==> config.mk <==
export PLATFORM = sky130hd
export DESIGN_NAME = kogge_stone_subtractor_seq
export DESIGN_NICKNAME = d
export VERILOG_FILES = /design/src/rtl/kogge_stone_subtractor_seq.sv
export SDC_FILE = /design/constraint.sdc
export NUM_CORES = 1
export LEC_CHECK = 0
export ABC_AREA = 1
export CORE_UTILIZATION = 29
export DETAILED_ROUTE_END_ITERATION = 8
export PLACE_DENSITY = 0.55
export SETUP_SLACK_MARGIN = 0.05
export SYNTH_ARGS = -nofsm -noshare
export SYNTH_HDL_FRONTEND = slang
export SYNTH_SLANG_ARGS = --single-unit
export TNS_END_PERCENT = 100
==> constraint.sdc <==
create_clock -name clk -period 2.3 [get_ports clk]
set_input_delay 0.345 -clock clk [delete_from_list [all_inputs] [get_ports clk]]
set_output_delay 0.345 -clock clk [all_outputs]
set_load 0.05 [all_outputs]
==> src/rtl/kogge_stone_subtractor_seq.sv <==
// ---------------------------------------------------------------------------
// kogge_stone_subtractor_seq
//
// Purpose
//   Sequential WIDTH-bit subtractor. It computes Diff = A - B one 4-bit nibble
//   per clock, least significant nibble first. Each nibble is added as
//   A + ~B + carry through a two-level 4-bit Kogge-Stone prefix network.
//   The carry (inverted borrow) is held in a register between nibbles.
//   This block is the inverse companion of the ALU adder datapath.
//
// Operation
//   IDLE -> RUN (NIB cycles) -> DONE (held until out_ready) -> IDLE.
//   An operation accepted at edge t shows out_valid from edge t+NIB.
//   With out_ready held high, one operation completes every NIB+2 cycles.
//
// Parameters
//   WIDTH      operand/result width; a multiple of 4 and >= 4
//
// Ports
//   clk        in   1      sole clock, rising edge
//   rst        in   1      asynchronous, active-high reset
//   in_valid   in   1      A/B present this cycle
//   in_ready   out  1      block can accept an operation (IDLE, not in reset)
//   A          in   WIDTH  minuend, captured on accept
//   B          in   WIDTH  subtrahend, captured on accept
//   out_valid  out  1      Diff/Borrow(/Overflow) valid (DONE)
//   out_ready  in   1      consumer accepts the result
//   Diff       out  WIDTH  A - B modulo 2^WIDTH
//   Borrow     out  1      1 when unsigned A < B
//   Overflow   out  1      signed overflow; present only with SUB_OVF_EN
//
// Configuration macro
//   SUB_OVF_EN  when defined, adds the Overflow port and its register.
// ---------------------------------------------------------------------------
module kogge_stone_subtractor_seq #(
  parameter int WIDTH = 16
) (
  input  logic             clk,
  input  logic             rst,
  input  logic             in_valid,
  output logic             in_ready,
  input  logic [WIDTH-1:0] A,
  input  logic [WIDTH-1:0] B,
  output logic             out_valid,
  input  logic             out_ready,
  output logic [WIDTH-1:0] Diff,
  output logic             Borrow
`ifdef SUB_OVF_EN
  ,
  output logic             Overflow
`endif
);

  localparam int NIB   = WIDTH / 4;
  localparam int CNT_W = (NIB > 1) ? $clog2(NIB) : 1;
  localparam logic [CNT_W-1:0] LAST_NIB = CNT_W'(NIB - 1);

  typedef enum logic [1:0] {
    IDLE = 2'd0,
    RUN  = 2'd1,
    DONE = 2'd2
  } state_t;

  state_t             state_q, state_d;
  logic [WIDTH-1:0]   a_q, b_q;
  logic [CNT_W-1:0]   cnt_q;
  logic               carry_q;
  logic [WIDTH-1:0]   diff_q, diff_d;
  logic               borrow_q;
`ifdef SUB_OVF_EN
  logic               ovf_q;
`endif

  // -------------------------------------------------------------------------
  // Nibble operand select: the nibble addressed by the counter.
  // -------------------------------------------------------------------------
  logic [3:0] a_nib, b_nib;

  // NOTE: every signal assigned in an always_comb gets a default at the top,
  // so no path leaves it unassigned and no latch is inferred.
  always_comb begin
    a_nib = '0;
    b_nib = '0;
    for (int n = 0; n < NIB; n++) begin
      if (cnt_q == CNT_W'(n)) begin
        a_nib = a_q[4*n +: 4];
        b_nib = b_q[4*n +: 4];
      end
    end
  end

  // -------------------------------------------------------------------------
  // 4-bit Kogge-Stone prefix adder computing a_nib + ~b_nib + carry_q.
  // Level 1 combines span 1, level 2 span 2, so g2[i]/p2[i] cover bits [i:0].
  // -------------------------------------------------------------------------
  logic [3:0] nb;
  logic [3:0] g0, p0;
  logic [3:0] g1, p1;
  logic [3:0] g2, p2;
  logic [4:0] c;
  logic [3:0] s;
  logic       cout;

  always_comb begin
    nb = ~b_nib;
    g0 = a_nib & nb;
    p0 = a_nib ^ nb;

    g1 = g0;
    p1 = p0;
    for (int i = 1; i < 4; i++) begin
      g1[i] = g0[i] | (p0[i] & g0[i-1]);
      p1[i] = p0[i] & p0[i-1];
    end

    g2 = g1;
    p2 = p1;
    for (int i = 2; i < 4; i++) begin
      g2[i] = g1[i] | (p1[i] & g1[i-2]);
      p2[i] = p1[i] & p1[i-2];
    end

    // Carry into bit i is the group generate of [i-1:0], or that group
    // propagating the incoming nibble carry.
    c[0] = carry_q;
    for (int i = 1; i < 5; i++) begin
      c[i] = g2[i-1] | (p2[i-1] & carry_q);
    end

    s    = p0 ^ c[3:0];
    cout = c[4];
  end

  // Merge the freshly computed nibble into the result word.
  always_comb begin
    diff_d = diff_q;
    for (int n = 0; n < NIB; n++) begin
      if (cnt_q == CNT_W'(n)) begin
        diff_d[4*n +: 4] = s;
      end
    end
  end

  // -------------------------------------------------------------------------
  // FSM next state and handshake outputs.
  // -------------------------------------------------------------------------
  always_comb begin
    state_d   = state_q;
    in_ready  = 1'b0;
    out_valid = 1'b0;
    unique case (state_q)
      IDLE: begin
        // Held low while reset is asserted so nothing is offered as accepted.
        in_ready = !rst;
        if (in_valid) state_d = RUN;
      end
      RUN: begin
        if (cnt_q == LAST_NIB) state_d = DONE;
      end
      DONE: begin
        out_valid = 1'b1;
        if (out_ready) state_d = IDLE;
      end
      default: state_d = IDLE;
    endcase
  end

  // -------------------------------------------------------------------------
  // State and datapath registers.
  // -------------------------------------------------------------------------
  // NOTE: sequential state uses non-blocking assignments so every register
  // samples the pre-edge values, independent of statement order.
  always_ff @(posedge clk or posedge rst) begin
    if (rst) begin
      state_q  <= IDLE;
      a_q      <= '0;
      b_q      <= '0;
      cnt_q    <= '0;
      carry_q  <= 1'b1;
      diff_q   <= '0;
      borrow_q <= 1'b0;
`ifdef SUB_OVF_EN
      ovf_q    <= 1'b0;
`endif
    end else begin
      state_q <= state_d;
      unique case (state_q)
        IDLE: begin
          if (in_valid) begin
            a_q     <= A;
            b_q     <= B;
            carry_q <= 1'b1;   // carry=1 means "no borrow" into nibble 0
            cnt_q   <= '0;
          end
        end
        RUN: begin
          diff_q  <= diff_d;
          carry_q <= cout;
          if (cnt_q == LAST_NIB) begin
            cnt_q    <= '0;
            borrow_q <= ~cout;
`ifdef SUB_OVF_EN
            // s[3] is the result sign bit produced in this last nibble.
            ovf_q    <= (a_q[WIDTH-1] != b_q[WIDTH-1]) && (s[3] != a_q[WIDTH-1]);
`endif
          end else begin
            cnt_q <= cnt_q + CNT_W'(1);
          end
        end
        default: ;
      endcase
    end
  end

  assign Diff   = diff_q;
  assign Borrow = borrow_q;
`ifdef SUB_OVF_EN
  assign Overflow = ovf_q;
`endif

endmodule

# Word-level counts from Yosys, hierarchy flattened

Index checks and enable logic that the tools add are counted.

Add/sub/neg operators: 1
Equal/unequal tests: 8
Mux-type cells: 19
Bitwise logic cells: 28
Reductions and logical operators: 11

Operator list:

| cell                                                                  | number |
|---|---|
| 4-bit 2-to-1 mux                                                      | 8 |
| 1-bit AND                                                             | 14 |
| 2-bit AND reduction                                                   | 6 |
| 2-bit 2-to-1 mux                                                      | 5 |
| 1-bit OR                                                              | 9 |
| 4-bit XOR                                                             | 2 |
| 2-bit equality test, second input constant                            | 3 |
| 2-bit inequality test, second input constant                          | 3 |
| 2-bit one-hot mux with 3 select lines                                 | 1 |
| 4-bit AND                                                             | 1 |
| 2-bit by 1-bit equality test with 1-bit output, second input constant | 2 |
| 2-bit zero test                                                       | 2 |
| 4-bit inverter                                                        | 1 |
| 2-bit one-hot mux with 2 select lines                                 | 1 |
| 1-bit 2-to-1 mux                                                      | 3 |
| 3-bit AND reduction                                                   | 1 |
| 2-bit by 1-bit adder with 2-bit output, second input constant         | 1 |
| 1-bit one-hot mux with 2 select lines                                 | 1 |
| 2-bit nonzero test                                                    | 1 |
| 1-bit zero test                                                       | 1 |
| 1-bit inverter                                                        | 1 |

Register bits: 54
Bits of input ports: 36
Logic and storage cells: 77

# Depth between registers and ports, before layout

Gate-level depths: netlist (run 1).

Word-level depth: 13
Depth in mapped cells: 16
Depth with buffers taken out: 16

# Worst setup path after synthesis (run 1)

OpenSTA, ideal clock, no wires.

Path kind: register -> register
Start: reg cnt_q[0]
End: reg diff_q[11] (netlist: Diff[11])
Data arrival time: 2.102 ns
Data required time: 2.182 ns
Slack: 0.080 ns
Stages on the path, launching flop included: 11
Path buffers: 1
Clock period less this slack: 2.220 ns
Path through: dfrtp_1 > ha_1 > inv_1 > clkbuf_1 > o21ai_0 > ha_1 > or2_2 > nand2_1 > nand3_1 > nand3_1 > nand2_1

Longest elaborated chain between the ends: 12
Elaborated cells on any way between the ends: 25

RTL lines:

| item                                   | RTL line | RTL |
|---|---|---|
| start: declaration                     | 66       | `logic [CNT_W-1:0] cnt_q;` |
| start signal: assignment               | 207      | `cnt_q <= cnt_q + CNT_W'(1);` |
| 2-bit zero test                        | 85       | `if (cnt_q == CNT_W'(n)) begin` |
| 4-bit 2-to-1 mux (4 in a row)          | 85       |  |
| 4-bit inverter                         | 105      | `nb = ~b_nib;` |
| 4-bit XOR or 4-bit AND (tied branches) | 107, 106 |  |
| 1-bit AND (on tied branches)           | 112, 113 |  |
| 1-bit OR (tied with other cells)       | 112      | `g1[i] = g0[i] \| (p0[i] & g0[i-1]);` |
| 1-bit OR or 1-bit AND (tied branches)  | 119, 127 |  |
| 1-bit OR                               | 127      | `c[i] = g2[i-1] \| (p2[i-1] & carry_q);` |
| 4-bit XOR                              | 130      | `s = p0 ^ c[3:0];` |
| end signal: assignment                 | 197      | `diff_q <= diff_d;` |
| end: declaration                       | 68       | `logic [WIDTH-1:0] diff_q, diff_d;` |

Parallel ways exist; a longest one is shown, timed or not.
A chain may end at the register's enable or synchronous reset.

# Worst setup path after layout (run 1)

Start: reg cnt_q[1]
End: reg diff_q[11] (netlist: Diff[11])

The elaborated chain is that of the path after synthesis.

==> impl_metrics.ini, run 1 <==
[status]
outcome = finished, violations left
violations = design-rule violations

[setup_path]
cp.arrival_ns = 2.33
crit_chain = buf_4 -> ha_4 -> clkinvlp_4 -> buf_6 -> nand2_1 -> nand2_1 -> o21ai_1 -> ha_1 -> buf_6 -> nand4_1 -> nand2_2 -> nand2_4 -> nand3_2 -> nand2_1
cp_slowest_cell = dfrtp_1
critPathKind = flip-flop to flip-flop
required_ns = 2.51
crit_fanout = 5
crit_path_start_kind = flip-flop
cp_num_buf_inv = 4
cpMostUsedCell = nand2_1
cp_top_family = simple AND/OR/NAND/NOR gates
max_stage_delay_ns = 0.41
cp-end-kind = flip-flop
reg2reg_slack_ns = 0.18

[detailed_routing]
ant_nets = 0
dr.pass1.iters = 6
routed_wirelength_um = 5897
vias_per_cell = 4.505
routedWlPerCell_um = 13.34
vias = 1991
drtIter0Drc = 89
post-route-drc-count = 5

[synth]
netlist_area_um2 = 2693
syn_nets = 307
syn_inst = 262
ys_types = 29
ys_seq_area_share_pct = 50.23
synth_edf_count = 0
yosys_warnings = 0
synth_top_area_share_pct = 49.26
syn_avg_cell_area_um2 = 10.28
synth-seq-cells = 54
synth_top_area_cell = dfrtp_1
synthFlopType = dfrtp_1
async_reset_ff_share_pct = 100.0
synthTopCellsByArea = dfrtp_1 49%, mux2_4 13%, nand2_1 9.8%

[final_layout]
utilization_pct = 42.76
nets = 378
area_growth_syn_to_layout_pct = 40.52
drive_gt1_share_pct = 31.14
antennaDiodeCount = 0

[clocking]
ctsHoldBuffers = 0
htreeDepth = 2
clockBufferDepth = 2
cts_made_buffers = 5
cts_sinks = 54
cts_tree = yes
cts_root_buffer = clkbuf_8
cts.clk_slew.worst_paths_ns = 0.10
clkLatencyLatePin_ns = 0.31

[timing]
fin_crit_sh_pct = 92.14
setup_viol = 0
drv_slew = 0
rsz0062_at_grt = yes
skew_ns = 0.007959
finalHoldViolations = 0
worst_slew_pin_slew_ns = 0.5907
fin_crit_ns = 2.119
relSlewSlack_pct = 60.62
fmax_mhz = 471.9

[floorplanning]
ios = 55
start_util_pct = 30.43
rows = 34
die_area_um2 = 9674
die_h_um = 98.36
die-width_um = 98.36
coreArea_um2 = 8848

[grt]
grt_pass1_wl_um = 9949
antenna_found_initial = 0
grt-ovfl-total = 0
grt_util_all_layers_pct = 13.11
grt_pass1_vias = 2043
grt_max_degree = 55

[worst_hold_path]
min_path_type = input pin to asynchronous set/reset pin

[run]
drv_cap = 0

[place]
gp_congestion = 0.7618
dp_hpwl_um = 4258
io_buffer_count = 54
==> metrics by stage <==
stage          cells  hold WS [ns]  setup WS, ns  area (um^2)  setup TNS (ns)
4_1_cts          440        0.4405       0.05987         3583               0
3_5_place_dp     431        0.4583      -0.01529         3426        -0.08026
6_report         442        0.4181        0.1808         3784               0
5_1_grt          442        0.4648       0.03239         3784               0
3_3_place_gp     431        0.4580       0.05660         3426               0
2_1_floorplan    262        0.4411       0.07987         2693               0
==> final cells by class <==
class,count,area [um^2]
multi-input combinational,180,1398
timing repair buffer,70,694.4
tap,108,135.1
clock buffer,5,68.82
inverter,22,93.84
fill,876,5065
sequential,54,1354
clock inverter,3,40.04
==> cell usage after synthesis (all sizes together) (2+ instances only) <==
library cell / number
nand2: 70
dfrtp: 53
mux2: 29
inv: 21
o21ai: 19
a21oi: 17
nand3: 15
nor2: 14
ha: 8
buf: 5
or2: 2
==> worst min-delay path: cells and delay by family <==
kind	cells	cell delay (ns)
buffers and inverters	3	0.77
==> worst paths after layout <==
path / end / start / depth (start not counted)
min in group clk: Diff[1] / Diff[1] / 2
max: Diff[11] / cnt_q[1] / 14
max reg2reg: Diff[11] / cnt_q[1] / 14
min reg2reg: Diff[1] / Diff[1] / 2
max in group asynchronous: carry_q / rst / 3
min: Diff[0] / rst / 3
==> per-layer routing <==
layer	share of wire, %	GRT usage, %	up-vias
met1	49	17.88	923
li1	-	-	1005
met3	4.6	2.720	8
met2	45	20.64	55
met5	0	0	-
met4	0.95	4.707	0
==> registers in the layout, indices dropped and copies added, names as in the netlist <==
name,cells
carry_q,1
a_q,16
state_q,2
Diff,16
cnt_q,2
Borrow,1
b_q,16
==> kinds of logic (layout without fill, tap and decap cells) <==
| family | count (synthesis) | count (layout) | share of synthesized area, % |
|---|---|---|---|
| AOI/OAI and AO/OA | 37 | 37 | 7.110 |
| xor gates and xnor gates | 1 | 1 | 0.3253 |
| adders and majority gates | 9 | 9 | 4.461 |
| buffers and inverters | 28 | 100 | 5.018 |
| DFF | 54 | 54 | 50.23 |
| muxes | 29 | 29 | 15.33 |
| and+or+nand+nor | 104 | 104 | 17.52 |
==> cells in the final DEF (no fill, tap or decap), drive strengths merged <==
cell type	n
a21oi	17
buf	17
bufinv	1
clkbuf	5
clkdlybuf4s50	53
clkinv	2
clkinvlp	1
dfrtp	53
dfstp	1
fa	1
ha	8
inv	21
mux2	29
nand2	70
nand3	15
nand3b	1
nand4	1
nor2	14
nor3	1
o21ai	19
o31ai	1
or2	2
xor2	1
==> repair_timing <==
item                                   in CTS  in global routing
setup buffers                               1                  1
gates resized for setup                    13                 51
cloned                                      0                  1
pin swaps                                   4                 13
setup endpoints to repair                  14                 18
endpoints found under the hold margin       0                  0
Power of run 1 is left out: the tool's default activity adds up to more than one toggle a clock period on the data nets, which glitch-free logic cannot reach.
==> run 2: changes to the inputs <==
--- a/config.mk
+++ b/config.mk
@@ -6,6 +6,7 @@
 export NUM_CORES = 1
 export LEC_CHECK = 0
 export ABC_AREA = 1
+export CORE_ASPECT_RATIO = 0.8
 export CORE_UTILIZATION = 29
 export DETAILED_ROUTE_END_ITERATION = 8
 export PLACE_DENSITY = 0.55
==> constraint.sdc (replaced) <==
create_clock -name clk -period 2.3 [get_ports clk]
set_input_delay 0.345 -clock clk [delete_from_list [all_inputs] [get_ports clk]]
set_output_delay 0.345 -clock clk [all_outputs]
set_load 0.02 [all_outputs]
==> impl_metrics.ini, run 2 (same netlist as run 1, synthesis figures left out) <==
[final_layout]
nets = 379
drive_gt1_share_pct = 31.64
seq_area_um2 = 1354
area_growth_syn_to_layout_pct = 42.43
final_cell_mix = 62 x nand2_1, 54 x clkdlybuf4s50_1, 52 x dfrtp_1, 23 x mux2_4, 13 x inv_1
fin_area_um2 = 3835
antennaDiodeCount = 0
multi_input_area_um2 = 1388
layout_commonest_cell = nand2_1
nFillCells = 861

[clocking]
cts_sinks = 54
cts_tree = yes
cts.clk_slew.worst_paths_ns = 0.07
htreeDepth = 2
cts_root_buffer = clkbuf_16
clkLatencyLatePin_ns = 0.29
ctsHoldBuffers = 0
cts_made_buffers = 5
clockBufferDepth = 2

[setup_path]
crit_chain = inv_4 -> ha_4 -> nand2_2 -> o21ai_2 -> nand2_1 -> a21oi_2 -> ha_1 -> or2_4 -> nand2_2 -> nand2_2 -> nand2_4 -> nand3_2 -> nand2_1
crit_path_start_kind = flip-flop
cp_slowest_cell = dfrtp_2
cp-end-kind = flip-flop
cp.arrival_ns = 2.42
reg2reg_slack_ns = 0.11
timing.rr.start = cnt_q[0]
critPathKind = flip-flop to flip-flop
r2r.worst_path.cells = 13
r2r-end = Diff[11]
cpMostUsedCell = nand2_2
max_stage_delay_ns = 0.46
required_ns = 2.53
crit_fanout = 6

[floorplanning]
die-width_um = 109.7
die_area_um2 = 9677
start_util_pct = 29.79
ios = 55
rows = 31
coreArea_um2 = 9037
die_h_um = 88.19

[grt]
antenna_found_initial = 0
grt_util_all_layers_pct = 13.53
grt_pass1_wl_um = 9936
grt_pass1_vias = 2006
grt-ovfl-total = 0
grt_max_degree = 55

[place]
dp_hpwl_um = 4489
io_buffer_count = 54
gp_congestion = 0.8120
place_area_um2 = 3450

[detailed_routing]
routedWlPerCell_um = 13.94
post-route-drc-count = 0
drtIter0Drc = 88
routed_wirelength_um = 6271
vias = 2041
vias_per_cell = 4.536
ant_nets = 0
dr.pass1.iters = 4

[worst_hold_path]
min_path_type = input pin to asynchronous set/reset pin

[timing]
skew_ns = 0.006008
fin_crit_sh_pct = 95.30
fmax_mhz = 456.2
setup_viol = 0
rsz0062_at_grt = yes
drv_slew = 0
worst_slew_pin_slew_ns = 0.2916
fin_crit_ns = 2.192
finalHoldViolations = 0
relSlewSlack_pct = 80.56

[run]
drv_cap = 0

[status]
outcome = completed
run 2: final cells by class:
type                       instances  share of cell area [%]
sequential                        54                   35.30
inverter                          22                   2.349
clock buffer                       6                   3.622
timing repair buffer              71                   18.47
clock inverter                     2                  0.3263
multi-input combinational        180                   36.18
tap                              115                   3.752
run 2: through the flow:
step	hold WS [ns]	cells	TNS (ns)	setup WS, ns	utilization (%)
final	0.4736	450	0	0.1081	42.43
after global routing	0.4944	450	0	0.003779	42.43
after CTS	0.4826	447	0	0.04932	40.22
after detailed placement	0.4662	438	-0.2762	-0.06204	38.17
after global placement	0.4637	438	-0.2129	-0.06623	38.17
after floorplan	0.4411	262	0	0.07987	-
run 2: how the worst max path moves through the flow:
stage	startpoint	to	slack, ns	cells after the start
global route	cnt_q[1]	Diff[15]	0.004	15
floorplan	cnt_q[0]	Diff[11]	0.08	10
global placement	cnt_q[1]	Diff[11]	-0.07	12
finish	cnt_q[0]	Diff[11]	0.11	13
detailed placement	cnt_q[1]	Diff[11]	-0.06	12
CTS	cnt_q[0]	Diff[11]	0.05	13
run 2: per-layer routing:
| layer | global-route usage (%) | vias to the layer above | part of all wire (%) |
|---|---|---|---|
| met5 | 0 | - | 0 |
| met4 | 3.758 | 0 | 1.5 |
| met3 | 3.051 | 9 | 4.8 |
| met2 | 19.38 | 43 | 43 |
| met1 | 20.31 | 979 | 51 |
| li1 | - | 1010 | - |
run 2: critical path, delay by kind of cell (launching register included):
family,cells,cell delay (ns)
compound gates,2,0.30
fa+ha+maj,2,0.45
buf+inv,1,0.10
flops,1,0.46
simple gates,8,0.82
run 2: timing repair:
item                       CTS  global route
cloned                       0             1
pin swaps                    0            18
resized for setup           11            50
setup buffers                1             2
setup endpoints to repair   17            18
Power of run 2 is left out for the same reason.
